--- config.mk ---
export PLATFORM = sky130hd
export DESIGN_NAME = i2c_poll_sequencer
export DESIGN_NICKNAME = d
export VERILOG_FILES = /design/src/rtl/i2c_poll_sequencer.sv
export SDC_FILE = /design/constraint.sdc
export NUM_CORES = 1
export LEC_CHECK = 0
export BUFFER_PORTS_ARGS = -buffer_cell sky130_fd_sc_hd__buf_2
export CAP_MARGIN = 10
export CORE_MARGIN = 2
export CORE_UTILIZATION = 55
export CTS_BUF_LIST = sky130_fd_sc_hd__clkbuf_4 sky130_fd_sc_hd__clkbuf_8
export DETAILED_ROUTE_END_ITERATION = 7
export PLACE_DENSITY_LB_ADDON = 0.3
export SKIP_CTS_REPAIR_TIMING = 1
export SLEW_MARGIN = 20
export SYNTH_ARGS = -nofsm -noshare
export SYNTH_HDL_FRONTEND = slang
export SYNTH_SLANG_ARGS = --single-unit
--- constraint.sdc ---
create_clock -name clk -period 4.3 [get_ports clk]
set_clock_uncertainty 0.1 [all_clocks]
set_input_delay 0.43 -clock clk [delete_from_list [all_inputs] [get_ports clk]]
set_output_delay 0.43 -clock clk [all_outputs]
set_load 0.1 [all_outputs]
--- src/rtl/i2c_poll_sequencer.sv ---
// rtl/i2c_poll_sequencer.sv - periodic Avalon-MM master reading a sensor burst through the I2C bridge
module i2c_poll_sequencer #(
  parameter logic [6:0] SLAVE_ADDR  = 7'h28,
  parameter int         NUM_BYTES   = 4,
  parameter int         POLL_PERIOD = 50000,
  parameter int         TIMEOUT     = 100000
) (
  input  logic        clk,
  input  logic        reset_n,
  input  logic        enable,
  output logic [2:0]  m_address,
  output logic        m_write,
  output logic [31:0] m_writedata,
  output logic        m_read,
  input  logic [31:0] m_readdata,
  input  logic        m_waitrequest,
  output logic [31:0] sample_data,
  output logic        sample_valid,
  output logic [15:0] nack_count,
  output logic        timeout_err
);
  localparam int PW = $clog2(POLL_PERIOD);
  localparam int TW = $clog2(TIMEOUT + 1);

  typedef enum logic [2:0] {IDLE, W_ADDR, W_RW, W_NB, W_ENA, R_ACK, R_USED, R_DATA} state_t;

  state_t        state, state_nxt;
  logic [PW-1:0] per_cnt;
  logic [TW-1:0] to_cnt;
  logic          tick, req, done, to_hit;

  assign tick   = enable && (per_cnt == PW'(POLL_PERIOD - 1));
  assign req    = m_write | m_read;
  assign done   = req && !m_waitrequest;
  assign to_hit = req && m_waitrequest && (to_cnt == TW'(TIMEOUT - 1));

  // Bus command is a pure function of state, so it stays stable while stalled.
  always_comb begin
    m_address   = 3'd0;
    m_write     = 1'b0;
    m_writedata = 32'd0;
    m_read      = 1'b0;
    case (state)
      W_ADDR: begin m_address = 3'd0; m_write = 1'b1; m_writedata = {25'd0, SLAVE_ADDR}; end
      W_RW:   begin m_address = 3'd2; m_write = 1'b1; m_writedata = 32'd1; end
      W_NB:   begin m_address = 3'd4; m_write = 1'b1; m_writedata = 32'(NUM_BYTES); end
      W_ENA:  begin m_address = 3'd3; m_write = 1'b1; m_writedata = 32'd1; end
      R_ACK:  begin m_address = 3'd5; m_read = 1'b1; end
      R_USED: begin m_address = 3'd6; m_read = 1'b1; end
      R_DATA: begin m_address = 3'd1; m_read = 1'b1; end
      default: ;
    endcase
  end

  always_comb begin
    state_nxt = state;
    if (state == IDLE) begin
      if (tick) state_nxt = W_ADDR;
    end else if (to_hit) begin
      state_nxt = IDLE;
    end else if (done) begin
      case (state)
        W_ADDR:  state_nxt = W_RW;
        W_RW:    state_nxt = W_NB;
        W_NB:    state_nxt = W_ENA;
        W_ENA:   state_nxt = R_ACK;
        R_ACK:   state_nxt = m_readdata[0] ? IDLE : R_USED;
        R_USED:  state_nxt = (m_readdata[7:0] == 8'd0) ? IDLE : R_DATA;
        default: state_nxt = IDLE;
      endcase
    end
  end

  always_ff @(posedge clk or negedge reset_n) begin
    if (!reset_n) begin
      state        <= IDLE;
      per_cnt      <= '0;
      to_cnt       <= '0;
      sample_data  <= 32'd0;
      sample_valid <= 1'b0;
      nack_count   <= 16'd0;
      timeout_err  <= 1'b0;
    end else begin
      state <= state_nxt;
      // Ticks landing mid-poll are simply lost; IDLE only reacts to a live tick.
      if (!enable || tick) per_cnt <= '0;
      else                 per_cnt <= per_cnt + PW'(1);
      if (req && m_waitrequest && !to_hit) to_cnt <= to_cnt + TW'(1);
      else                                 to_cnt <= '0;
      sample_valid <= (state == R_DATA) && done;
      if ((state == R_DATA) && done) sample_data <= m_readdata;
      if ((state == R_ACK) && done && m_readdata[0] && (nack_count != 16'hFFFF))
        nack_count <= nack_count + 16'd1;
      if (to_hit) timeout_err <= 1'b1;
    end
  end
endmodule

==> out/summary.txt, run 1 <==
Outcome = finished clean
GRT Util Overall = 20.6%
Placed Cells incl. Taps = 566
CTS root buffer = clkbuf_8
Number of routed nets with antenna violations = 0
CP Max Fanout = 14
Fin Setup TNS = 0 ns
Worst setup path startpoint = state[0]
Std-Cell Rows = 31
Layout cells sized above 1 = 31.3%
Max-Cap Viols = 0
Port Buffer Count = 94
Max incr delay on CP = 0.61 ns
Number of global-route vias before repair = 3,059
Post-Route WL = 8250 um
Yosys reg bits = 86
Via Count = 3,052
WP data required = 3.77 ns
RSZ-0062 raised after global routing = no
TritonCTS clock tree = yes
Fillers = 599
Nets = 517
Post-synth EDFFs = 0
Fin worst setup slack = 1.93 ns
Sink Count = 86
Synthesized cell area = 4180 sq um
Area grow syn2layout = 16.0%
Worst Setup End Kind = output port
Min Tclk post-route = 2.37 ns
CP startpoint kind = flop
Slew headroom = 47.5%
CTS buffer count = 9
Clock latency at the later pin of the worst-skew pair = 0.36 ns
First-pass detailed-route iteration total = 4
CP Depth = 3
CTS max path bufs = 2
Pin count of the biggest net entering global routing = 87
N_diodes = 0
Seq/Total Area, Yosys = 51.5%
Core area = 7290 sq um
Die W = 91.2 um
Post-synth top area share = 51.5%
Asr flop ratio synth = 100%
WS Path Type = reg -> out
Reg-to-reg endpoint = sample_data[3]
DRC = 0
Final period utilization = 55.2%
Worst r2r src = state[2]
GPL Wtd Cong = 0.806
Initial antenna violation count = 0
Clock transition at path regs = 0.09 ns
Syn. warnings = 0
R2R cell count = 4
Top_reg_cell synth = dfrtp_1
Critical path's top delay family = buffers and inverters
Initial Util = 57.3%
R2R Setup Slk = 1.98 ns
H-Tree Depth = 3
Synth area leaders = dfrtp_1, mux2_2, xor2_1, buf_4, nor2_1
Yosys cell types = 43
Top-count cell post-synth = dfrtp_1
Min-delay worst type = in -> async
Worst path cell trace = inv_1, nor3_1, buf_2
Worst-Margin Slew = 0.781 ns
Setup WS pre-CTS = 2.01 ns
Post-DP HPWL = 5890 um
Final non-filler cell total = 582
CP bufs+invs = 2
Fmax = 421 MHz
Crit path to = m_writedata[5]
Commonest cells post-synth = dfrtp_1, mux2_2, nor2_1
Arr. time, crit path = 1.84 ns
Grt ovf = 0
Final Setup Violations = 0
Post-Synthesis Cells = 386
# IOs = 123
Final slew viol count = 0
Die height = 91.2 um
1st-iter DRT viols = 157
Routed wire per std cell = 14.2 um
Vias per inst = 5.24
Final Hold Fails = 0
Die Area = 8310 sq um
Post-Syn Area per Cell = 10.8 sq um
First-pass GRT wire length = 13,800 um
Slowest stage cell on the critical path = dfrtp_1
Synth area leader = dfrtp_1
==> how the worst min path moves through the flow <==
stage / start / end / cells after the start
final: reset_n / per_cnt[4] / 1
after global routing: reset_n / nack_count[13] / 1
after CTS: m_readdata[21] / sample_data[21] / 2
after detailed placement: timeout_err / timeout_err / 1
after global placement: timeout_err / timeout_err / 1
after floorplan: reset_n / nack_count[0] / 0
==> metrics by stage <==
step	cell area (sq um)	hold slack (ns)	utilization, %
2_1_floorplan	4280	0.0344	-
3_3_place_gp	4620	0.363	63.4
4_1_cts	4840	0.193	66.4
5_1_grt	4850	0.0887	66.5
6_report	4850	0.0126	66.5
3_5_place_dp	4620	0.363	63.4
==> layer usage <==
metal  global-route usage [%]  routed length, um  vias up
met3                     4.98                503       17
li1                         -                  -     1481
met1                     26.9               3750     1454
met4                     8.71                202        0
met5                        0                  0        -
met2                     32.9               3790      100
==> kinds of logic after synthesis <==
group                    count (synthesis)  synth area share [%]
other                                    1                0.0897
multiplexers                            33                  8.89
XOR/XNOR                                38                  7.96
flip-flops                              86                  51.5
AO/OA/AOI/OAI                           34                  4.94
buffers and inverters                   51                  7.24
adder cells (fa/ha/maj)                  3                 0.898
AND/OR/NAND/NOR                        140                  18.5
==> worst reg2reg max path, cell delays in order (launching register included) <==
cell     delay [ns]
dfrtp_1        0.63
nor2b_1        0.24
nand3_1        0.51
buf_4          0.44
mux2_2         0.29
==> cell usage in the layout, fill, tap and decap left out, types with 6 or more instances in the layout <==
cell / count
dfrtp_1: 86
buf_2: 93
a21oi_1: 14
nand2_1: 19
nand3_1: 19
clkbuf_8: 9
nor2_1: 33
o21ai_0: 6
and3_1: 6
nand4_1: 14
conb_1: 28
xnor2_1: 12
mux2_2: 33
xor2_1: 26
nor3_1: 11
inv_1: 10
nor4_1: 7
==> sequential cells by signal, indices dropped and copies added, names as in the netlist <==
| signal | cells |
|---|---|
| sample_data | 32 |
| sample_valid | 1 |
| state | 3 |
| per_cnt | 16 |
| timeout_err | 1 |
| to_cnt | 17 |
| nack_count | 16 |
==> cell type report <==
cell class / instances / area [sq um] / area share, %
tap: 99 / 124 / 2.55
timing repair buffer: 95 / 484 / 9.99
clock inverter: 6 / 92.6 / 1.91
inverter: 10 / 37.5 / 0.774
clock buffer: 10 / 131 / 2.71
sequential: 86 / 2150 / 44.4
multi-input combinational: 276 / 1830 / 37.7
Power of run 1 is not shown: default switching activity piles up to over one toggle a cycle in this logic, so the estimate is an artifact.
==> run 2, diff against run 1 <==
CORE_UTILIZATION = 54   (was 55)
clock period = 2.4 ns   (was 4.3 ns; I/O delays follow)
==> run 2 against run 1 <==
  * Die area is 1.8% higher
  * Global-route usage is 0.12 points lower
  * Utilization is 1.8 points lower
  * Worst setup slack worse by 1.7 ns
==> out/summary.txt, run 2 (same netlist as run 1, synthesis figures left out) <==
TritonCTS clock tree = yes
GPL Wtd Cong = 0.853 (+5.8%)
Fin util = 64.7% (-1.8 points)
Via Count = 3,128 (+2.5%)
Nets = 527 (+1.9%)
WS Path Type = reg -> out
CTS root buffer = clkbuf_8
Initial Util = 55.0% (-2.4 points)
N_diodes = 0 (unchanged)
Most common cell after layout, fill and taps aside = buf_2
Setup WS pre-CTS = 0.399 ns (-1.61 ns)
Die height = 92.0 um (+0.88%)
Die W = 92.0 um (+0.88%)
Min Tclk post-route = 2.17 ns
Fillers = 617 (+3.0%)
DRC = 0 (unchanged)
Outcome = finished clean
Area grow syn2layout = 17.8%
Arr. time, crit path = 1.83 ns (about the same)
Worst Setup End Kind = output port
Pin count of the biggest net entering global routing = 49 (-44%)
Slew headroom = 64.9% (+17 points)
1st-iter DRT viols = 144 (-8.3%)
Routed wire per std cell = 14.2 um (about the same)
Worst-Margin Slew = 0.513 ns (-0.268 ns)
Sink Count = 86 (unchanged)
Initial antenna violation count = 0 (unchanged)
Max-Cap Viols = 0 (unchanged)
First-pass detailed-route iteration total = 4 (unchanged)
Top flop regs = sample_data (32), to_cnt (17)
Number of global-route vias before repair = 2,884 (-5.7%)
Number of routed nets with antenna violations = 0 (unchanged)
Most frequent cells in the layout = buf_2, dfrtp_1, mux2_2
Final period utilization = 90.3%
Vias per inst = 5.26 (+0.25%)
Fin worst setup slack = 0.232 ns (-1.69 ns)
Die Area = 8460 sq um (+1.8%)
Post-Route WL = 8440 um (+2.3%)
Final Hold Fails = 0 (unchanged)
Min-delay worst type = in -> reg
GRT Util Overall = 20.5% (-0.12 points)
Layout cells sized above 1 = 34.5% (+3.2 points)
Fmax = 461 MHz
CP Max Fanout = 14 (unchanged)
WP data required = 2.06 ns (-1.71 ns)
Core area = 7610 sq um (+4.3%)
H-Tree Depth = 3 (unchanged)
CTS max path bufs = 2 (unchanged)
Final Setup Violations = 0 (unchanged)
Post-DP HPWL = 6220 um (+5.7%)
Max FFs per register = 32 (unchanged)
First-pass GRT wire length = 13,600 um (-1.4%)
Clock transition at path regs = 0.09 ns (about the same)
Grt ovf = 0 (unchanged)
Clock latency at the later pin of the worst-skew pair = 0.35 ns (about the same)
# IOs = 123 (unchanged)
RSZ-0062 raised after global routing = no
Final slew viol count = 0 (unchanged)
CP startpoint kind = flop
Port Buffer Count = 94 (unchanged)
Std-Cell Rows = 32 (+3.2%)
CTS buffer count = 9 (unchanged)
Most flop-heavy register = sample_data
[run 2: path summary, 6_finish.rpt]
kind                                from        endpoint  slack (ns)  depth (start not counted)
setup / recovery                state[0]    m_address[0]        0.23                          4
hold reg to reg               per_cnt[0]      per_cnt[0]        0.37                          1
min in group asynchronous        reset_n       to_cnt[0]        0.31                          2
max in group asynchronous        reset_n  nack_count[14]        1.26                          3
setup reg to reg                state[0]   nack_count[6]        0.39                          4
hold / removal             m_readdata[8]  sample_data[8]        0.01                          2
[run 2: final cells by class]
class                      instances  area, sq um  area share, %
sequential                        86         2160           44.0
multi-input combinational        276         1850           37.5
timing repair buffer             105          576           11.7
tap                              102          128           2.59
clock buffer                       9          124           2.52
clock inverter                     7         48.8          0.991
inverter                          10         37.5          0.762
[run 2: layer usage]
| metal | vias to the layer above | track usage, % | routed length [um] |
|---|---|---|---|
| met4 | 0 | 7.71 | 103 |
| li1 | 1506 | - | - |
| met5 | - | 0 | 0 |
| met2 | 97 | 32.2 | 4130 |
| met1 | 1516 | 26.4 | 3610 |
| met3 | 9 | 6.82 | 599 |
[run 2: stage by stage]
step	cell area [sq um]	TNS (ns)	hold WS, ns	cells
finish	4920	0	0.0130	595
global route	4920	0	0.000797	595
CTS	4890	0	-0.233	592
detailed placement	4720	0	0.157	576
global placement	4720	0	0.155	576
floorplan	4310	-0.175	-0.156	413
[run 2: worst max-delay path, cell delays in order, from the launching register on]
cell     delay [ns]
dfrtp_1        0.60
inv_1          0.18
nand2_1        0.12
and2_1         0.15
buf_2          0.43
Power of run 2 is left out for the same reason.
